==> config.mk <==
export PLATFORM = sky130hd
export DESIGN_NAME = signal_tx_sched
export DESIGN_NICKNAME = d
export VERILOG_FILES = /design/src/rtl/signal_tx_sched.sv
export SDC_FILE = /design/constraint.sdc
export NUM_CORES = 1
export LEC_CHECK = 0
export CORE_AREA = 8 8 73 75
export DETAILED_ROUTE_END_ITERATION = 12
export DIE_AREA = 0 0 81 83
export DONT_BUFFER_PORTS = 1
export GPL_TIMING_DRIVEN = 0
export PLACE_DENSITY = 0.67
export REMOVE_ABC_BUFFERS = 1
export SKIP_LAST_GASP = 1
export SYNTH_ARGS = -nofsm -noshare
export SYNTH_HDL_FRONTEND = slang
export SYNTH_SLANG_ARGS = --single-unit
==> constraint.sdc <==
create_clock -name clk -period 1.7 [get_ports clk]
set_input_delay 0.34 -clock clk [delete_from_list [all_inputs] [get_ports clk]]
set_output_delay 0.34 -clock clk [all_outputs]
set_load 0.02 [all_outputs]
==> src/rtl/signal_tx_sched.sv <==
// Round-robin scheduler that shares one UART transmitter among NUM_SRC log producers.
// Each grant sends an optional source-ID header byte and then the source's data byte.
module signal_tx_sched #(
  parameter int unsigned NUM_SRC       = 4,
  parameter bit          HEADER_EN     = 1'b1,
  parameter logic [3:0]  HDR_MARK      = 4'hA,
  parameter int unsigned START_TIMEOUT = 16
) (
  input  logic                   clk,
  input  logic                   rst,
  input  logic [NUM_SRC-1:0]     req,
  input  logic [NUM_SRC*8-1:0]   req_data,
  output logic [NUM_SRC-1:0]     ack,
  input  logic                   tx_ready,
  output logic                   tx_enable,
  output logic [7:0]             log_output,
  output logic                   busy,
  output logic [3:0]             last_src,
  output logic                   err_timeout
);

  localparam int unsigned      CNT_W    = $clog2(START_TIMEOUT + 1);
  localparam logic [CNT_W-1:0] CNT_MAX  = CNT_W'(START_TIMEOUT);
  localparam logic [3:0]       LAST_IDX = 4'(NUM_SRC - 1);

  typedef enum logic [1:0] {
    IDLE       = 2'd0,
    LAUNCH     = 2'd1,
    WAIT_START = 2'd2,
    WAIT_DONE  = 2'd3
  } state_t;

  state_t             state;
  state_t             state_next;
  logic [3:0]         ptr;
  logic [3:0]         ptr_next;
  logic [CNT_W-1:0]   cnt;
  logic [CNT_W-1:0]   cnt_next;
  logic [CNT_W-1:0]   cnt_inc;
  logic [7:0]         data_q;
  logic [7:0]         data_next;
  logic               hdr_pend;
  logic               hdr_pend_next;
  logic [NUM_SRC-1:0] ack_next;
  logic               tx_enable_next;
  logic [7:0]         log_output_next;
  logic               busy_next;
  logic [3:0]         last_src_next;
  logic               err_next;

  logic               grant_any;
  logic [3:0]         win;
  logic [NUM_SRC-1:0] win_onehot;
  logic [7:0]         win_data;

  assign cnt_inc = cnt + CNT_W'(1);

  // Round-robin pick: first requester at or above ptr, else wrap to the lowest requester.
  always_comb begin
    grant_any  = 1'b0;
    win        = '0;
    win_onehot = '0;
    win_data   = '0;
    for (int unsigned i = 0; i < NUM_SRC; i++) begin
      if (!grant_any && req[i] && (4'(i) >= ptr)) begin
        grant_any     = 1'b1;
        win           = 4'(i);
        win_onehot[i] = 1'b1;
        win_data      = req_data[8*i +: 8];
      end
    end
    for (int unsigned i = 0; i < NUM_SRC; i++) begin
      if (!grant_any && req[i]) begin
        grant_any     = 1'b1;
        win           = 4'(i);
        win_onehot[i] = 1'b1;
        win_data      = req_data[8*i +: 8];
      end
    end
  end

  // State and registered outputs.
  always_ff @(posedge clk) begin
    if (rst) begin
      state       <= IDLE;
      ptr         <= '0;
      cnt         <= '0;
      data_q      <= '0;
      hdr_pend    <= 1'b0;
      ack         <= '0;
      tx_enable   <= 1'b0;
      log_output  <= '0;
      busy        <= 1'b0;
      last_src    <= '0;
      err_timeout <= 1'b0;
    end else begin
      state       <= state_next;
      ptr         <= ptr_next;
      cnt         <= cnt_next;
      data_q      <= data_next;
      hdr_pend    <= hdr_pend_next;
      ack         <= ack_next;
      tx_enable   <= tx_enable_next;
      log_output  <= log_output_next;
      busy        <= busy_next;
      last_src    <= last_src_next;
      err_timeout <= err_next;
    end
  end

  // Next-state logic.
  always_comb begin
    state_next = state;
    case (state)
      IDLE: begin
        if (tx_ready && grant_any) state_next = LAUNCH;
      end
      LAUNCH: begin
        state_next = WAIT_START;
      end
      WAIT_START: begin
        if (!tx_ready)               state_next = WAIT_DONE;
        else if (cnt_inc == CNT_MAX) state_next = IDLE;
      end
      WAIT_DONE: begin
        if (tx_ready) state_next = hdr_pend ? LAUNCH : IDLE;
      end
      default: state_next = IDLE;
    endcase
  end

  // Next values of outputs and datapath registers.
  always_comb begin
    ack_next        = '0;
    tx_enable_next  = 1'b0;
    log_output_next = log_output;
    busy_next       = (state_next != IDLE);
    last_src_next   = last_src;
    err_next        = err_timeout;
    ptr_next        = ptr;
    cnt_next        = cnt;
    data_next       = data_q;
    hdr_pend_next   = hdr_pend;
    case (state)
      IDLE: begin
        if (tx_ready && grant_any) begin
          ack_next        = win_onehot;
          last_src_next   = win;
          ptr_next        = (win == LAST_IDX) ? 4'd0 : win + 4'd1;
          data_next       = win_data;
          hdr_pend_next   = HEADER_EN;
          tx_enable_next  = 1'b1;
          log_output_next = HEADER_EN ? {HDR_MARK, win} : win_data;
          cnt_next        = '0;
        end
      end
      WAIT_START: begin
        if (tx_ready) begin
          cnt_next = cnt_inc;
          // Transmitter never started: flag it and abandon the rest of the frame.
          if (cnt_inc == CNT_MAX) begin
            err_next      = 1'b1;
            hdr_pend_next = 1'b0;
          end
        end
      end
      WAIT_DONE: begin
        if (tx_ready && hdr_pend) begin
          tx_enable_next  = 1'b1;
          log_output_next = data_q;
          hdr_pend_next   = 1'b0;
          cnt_next        = '0;
        end
      end
      default: ;
    endcase
  end

endmodule

---- After elaboration in Yosys (flattened, before gate mapping) ----
Index checks and enable logic that the tools add are counted.
word-level totals
  output and inout port bits .............. 19
  flip-flop bits (word level) ............. 39
operators by class
  equal/unequal tests ..................... 9
  reduce and logical (&&, ||, !) cells .... 30
  multiplexer cells ....................... 52
  add/subtract/negate cells ............... 2
  bitwise logic cells ..................... 2
  order comparisons ....................... 4
operators with widths
  operator             count
  $mux 8               10
  $mux 4               7
  $mux 1               23
  $pmux 8 s2           1
  $mux 5               3
  $pmux 5 s3           1
  $logic_and 1x1->1    13
  $ge 1x4->1 const A   2
  $ge 2x4->1 const A   2
  $mux 2               4
  $ne 2x2->1 const B   4
  $pmux 2 s4           1
  $logic_not 1->1      7
  $reduce_and 3->1     2
  $add 5x1->5 const B  1
  $eq 5x5->1 const B   1
  $reduce_and 5->1     1
  $add 4x1->4 const B  1
  $eq 2x2->1 const B   2
  $eq 4x2->1 const B   1
  $reduce_and 4->1     1
  $reduce_bool 2->1    2
  $pmux 1 s3           1
  $reduce_bool 3->1    1
  6 further kinds      7

---- Depth between registers and ports, before layout ----
  word-level depth ........................ 31
  mapped depth ............................ 8
  depth with buffers taken out ............ 7

---- Least setup slack after synthesis ----
No wires, ideal clock.
  path type ............................... reg-to-reg
  start point ............................. reg state[1]
  end point ............................... reg cnt[2]
  slack ................................... -0.019 ns
  setup time .............................. 0.070 ns
  stages on the path, launching flop included .. 8
  period minus slack after synthesis ...... 1.719 ns
  arrival ................................. 1.649 ns
  path buffers ............................ 0
  required time ........................... 1.630 ns
  cells stage by stage .................... dfxtp_1 > inv_1 > ha_1 > o21bai_1 > o221a_4 > nand3_1 > or3b_1 > a21oi_1
between the ends
  cells in the longest elaborated chain, start to end .. 3
  elaborated cells on any way between the ends .. 9
  those cells by class .................... eq/ne: 5; mux: 1; reduce/logical: 3
ends and longest elaborated chain
  what                                                              RTL line  text
  start: declaration                                                33        state_t state;
  start signal: assignment                                          97        state <= state_next;
  $eq 2x2->1 or $logic_not 2->1 (tied branches)                     144       case (state)
  $ne 2x2->1 (no source line) or $reduce_bool 3->1 (tied branches)  -
  $reduce_and 4->1 (no source line)                                 -
  end signal: assignment                                            99        cnt <= cnt_next;
  end: declaration                                                  37        logic [CNT_W-1:0] cnt;
Several ways; a longest one is shown, not always the timed one.
A chain may end at the register's enable or synchronous reset.

---- Worst setup path in the final report ----
  start point ............................. reg ptr[1]
  end point ............................... reg data_q[4]
between the ends
  cells in the longest elaborated chain, start to end .. 29
  elaborated cells on any way between the ends .. 40
  those cells by class .................... order compare: 4; mux: 16; reduce/logical: 20
ends and longest elaborated chain
  what                               RTL line  text
  start: declaration                 35        logic [3:0] ptr;
  start signal: assignment           98        ptr <= ptr_next;
  $ge 1x4->1                         65        if (!grant_any && req[i] && (4'(i) >= ptr)) begin
  $logic_and 1x1->1                  65
  $mux 1                             65
  $logic_not 1->1                    65
  $logic_and 1x1->1 (2 in a row)     65
  $mux 1                             65
  $logic_not 1->1                    65
  $logic_and 1x1->1 (2 in a row)     65
  (+11 left out)                     -
  $logic_not 1->1                    73        if (!grant_any && req[i]) begin
  $logic_and 1x1->1                  73
  $mux 1                             73
  $logic_not 1->1                    73
  $logic_and 1x1->1                  73
  $mux 1                             73
  $logic_and 1x1->1                  146       if (tx_ready && grant_any) begin
  $reduce_and 2->1 (no source line)  -
  end signal: assignment             100       data_q <= data_next;
  end: declaration                   40        logic [7:0] data_q;
Several ways; a longest one is shown, not always the timed one.

==> parameters.txt <==
Parameter                              Value

Power
  Overall power ... 0.00295 W
  Static leakage ... 1.03 nW
  Worst voltage drop across the vdd grid ... approximately 0.47 mV
  Pwr dens ... between 1000 and 1500 nW/um^2

Detailed routing
  Wire per inst ... ~19 um
  Final ANT Viol Nets ... 0
  Pre-antenna DRT Iters ... 4
  Vias post-DR ... around 2200
  DR iter-0 viols ... 156
  DRC viols ... 0
  Total Routed Length ... between 6 and 7 mm
  Number of vias per cell after detailed routing ... ~6.5

STA
  Max Slew Vio Count ... 0
  Crit share post-route ... about 100%
  Setup TNS ... 0 ns
  Upper clock frequency limit ... 591 MHz
  Clock period minus worst slack ... roughly 1.7 ns
  Worst clock skew on the final layout ... ~0.0042 ns
  RSZ-0062 raised after global routing ... true
  Final hold slack ... roughly 0.11 ns
  Number of setup violations in the final report ... 0
  Total count of hold-check failures in the final report ... 0

Critical path
  Critical path data required time ... between 1.5 and 2 ns
  Capturing element type of the critical path ... register
  Critical Path Stages ... 6
  Maximum fanout encountered on the critical timing path ... 6
  Largest stage delay on the critical path ... approximately 0.38 ns
  Worst reg-to-reg path cell count ... 6
  Gate family responsible for the most delay along the worst path ... compound AO/OA/AOI/OAI gates
  Critical path data arrival time ... 1.87 ns
  Startpoint types ... register
  Combined buffer and inverter count along the critical path ... 1
  Crit path kind ... register to register
  Worst-path cell with the longest stage delay ... dfxtp_4
  Critical path cell sequence ... o21ba_2 -> a2111oi_4 -> buf_4 -> a221o_1 -> a32o_1 -> a21o_1

Cells and area
  P&R area growth vs syn ... 26.2%
  Layout Nets ... 340
  Total inserted antenna cells ... 0
  Share of post-route cells with drive strength above 1 ... 30.1%
  Post-route cell area ... between 2000 and 3000 sq um

Worst hold path
  Hold crit path type ... input pin to register
  Number of cells traversed by the worst hold path ... 1

Logic synthesis
  Count of flip-flops with a built-in enable after synthesis ... 0
  Register area share after synthesis ... 31.5%
  Number of storage elements in the synthesis netlist ... 35
  Gate count after technology mapping ... 279
  Cell area after technology mapping ... ~2200 sq um
  Main flop type after synthesis ... dfxtp_1
  Proportion of register bits with asynchronous set or reset after synthesis ... 0%
  Most instantiated cells after synthesis ... dfxtp_1, nand2_1, a21oi_1, nor2_1, nand3_1
  Ys Warns ... 0
  Library cell with the highest instance count after synthesis ... dfxtp_1
  Share of the synthesized area in the top cell type ... 31.5%
  Number of unique standard cell types used by synthesis ... 60
  Synth top area cells ... dfxtp_1, a21oi_1, nand2_1
  Synth area leader ... dfxtp_1
  Average size of a mapped cell ... 7.97 sq um

Clock network
  TritonCTS clock tree ... done
  Root Buffer ... clkbuf_8
  Total clock buffers created by CTS ... 5
  Clock H-tree levels ... 2
  Sinks on the clock net ... 35
  Latest clock arrival within the worst-skew pair ... 0.28 ns
  Clock slew seen by the registers of the worst setup and hold paths ... 0.07 ns
  Max clock buf depth ... 2

Global route
  Pin count of the biggest net entering global routing ... 35
  Vias in the first global route ... 2161
  Antenna violations before repair ... 0
  Global-route wire length before repair ... 10.4 mm
  Aggregate global routing overflow ... 0
  Total routing usage reported by global routing ... between 10% and 20%

Placement
  Post-detailed-placement cell area ... 2190 sq um
  Total half-perimeter wirelength after legalization and detailed placement ... approximately 4.3 mm
  IO buf count ... 0
  Routability-driven placement congestion ratio ... 0.813

Floorplan
  Die Area ... between 6000 and 7000 sq um
  Number of standard-cell rows in the floorplan ... 24
  Chip Height ... between 80 and 90 um
  I/O Pins ... 58
  Initial cell density of the core ... 52.9%
  Width of the chip ... 81 um
  Area inside the core boundary ... 4200 sq um

Outcome
  Outcome ... completed

Run
  Maximum Capacitance Violations ... 0
==> repair_timing <==
action	4_1_cts	5_1_grt
hold buffers	0	0
endpoints found under the setup margin	30	24
pin swaps	5	19
setup buffers	13	17
gates resized for setup	26	41
==> final timing paths <==
| kind | endpoint | slack, ns | start |
|---|---|---|---|
| max reg2reg | data_q[4] | 0.008 | ptr[1] |
| min | ptr[0] | 0.11 | rst |
| min reg2reg | log_output[6] | 0.47 | data_q[6] |
| max | data_q[4] | 0.008 | ptr[1] |
==> power by group <==
part / total (W) / leakage [nW] / internal, W / switching, W
Clock: 0.000775 / 0.0612 / 0.000474 / 0.000300
Sequential: 0.00109 / 0.289 / 0.000936 / 0.000157
Combinational: 0.00108 / 0.678 / 0.000502 / 0.000575
Total: 0.00295 / 1.03 / 0.00191 / 0.00103
==> stage by stage <==
stage | cells | util, % | setup WS [ns]
after detailed placement | 310 | 52.0 | -0.778
after floorplan | 258 | - | -0.290
after CTS | 331 | 59.4 | -0.0340
after global routing | 348 | 66.8 | -0.0575
final | 348 | 66.8 | 0.00782
after global placement | 310 | 52.0 | -0.794
==> sequential cells by signal, indices dropped and copies added, names as in the netlist <==
name / flops
err_timeout: 1
ack: 4
cnt: 5
state: 2
tx_enable: 1
ptr: 2
last_src: 2
data_q: 8
log_output: 8
hdr_pend: 1
busy: 1
==> area by class of cell <==
cell class,instances,area (sq um)
sequential,35,716
multi-input combinational,213,1630
timing repair buffer,30,236
fill,354,1400
tap,52,65.1
clock buffer,6,82.6
clock inverter,2,35.0
inverter,10,42.5
==> worst reg2reg max path, stage by stage (launching register included) <==
cell and delay, ns:
dfxtp_4 0.38, o21ba_2 0.29, a2111oi_4 0.05, buf_4 0.18
a221o_1 0.35, a32o_1 0.21, a21o_1 0.14
==> metal layers <==
metal / vias up / track usage [%] / routed length (um)
met3: 18 / 5.71 / 583
li1: 1071 / - / -
met4: 0 / 7.97 / 180
met5: - / 0 / 0
met2: 102 / 28.7 / 3260
met1: 1056 / 23.4 / 2730
==> kinds of logic (layout without fill, tap and decap cells) <==
logic type / count (synthesis) / in the layout / synth area share, %
simple gates: 114 / 114 / 27.3
compound gates: 91 / 91 / 31.1
flops: 35 / 35 / 31.5
buf+inv: 32 / 48 / 6.47
fa+ha+maj: 6 / 6 / 3.38
other cells: 1 / 2 / 0.169
==> cell usage in the layout, fill, tap and decap left out, types with 4 or more instances in the layout <==
cell type,count
a21o_1,4
a21oi_1,22
a31oi_1,5
a221oi_1,5
nor2_1,14
dfxtp_4,4
buf_4,27
or3_1,4
and2_1,5
and3b_1,4
clkbuf_8,6
o21ai_0,5
nor3_1,5
nand2b_4,4
nand2b_1,7
nand2_1,27
dfxtp_1,31
inv_1,7
nand3_1,15
Power figures use the tool's default switching activity.
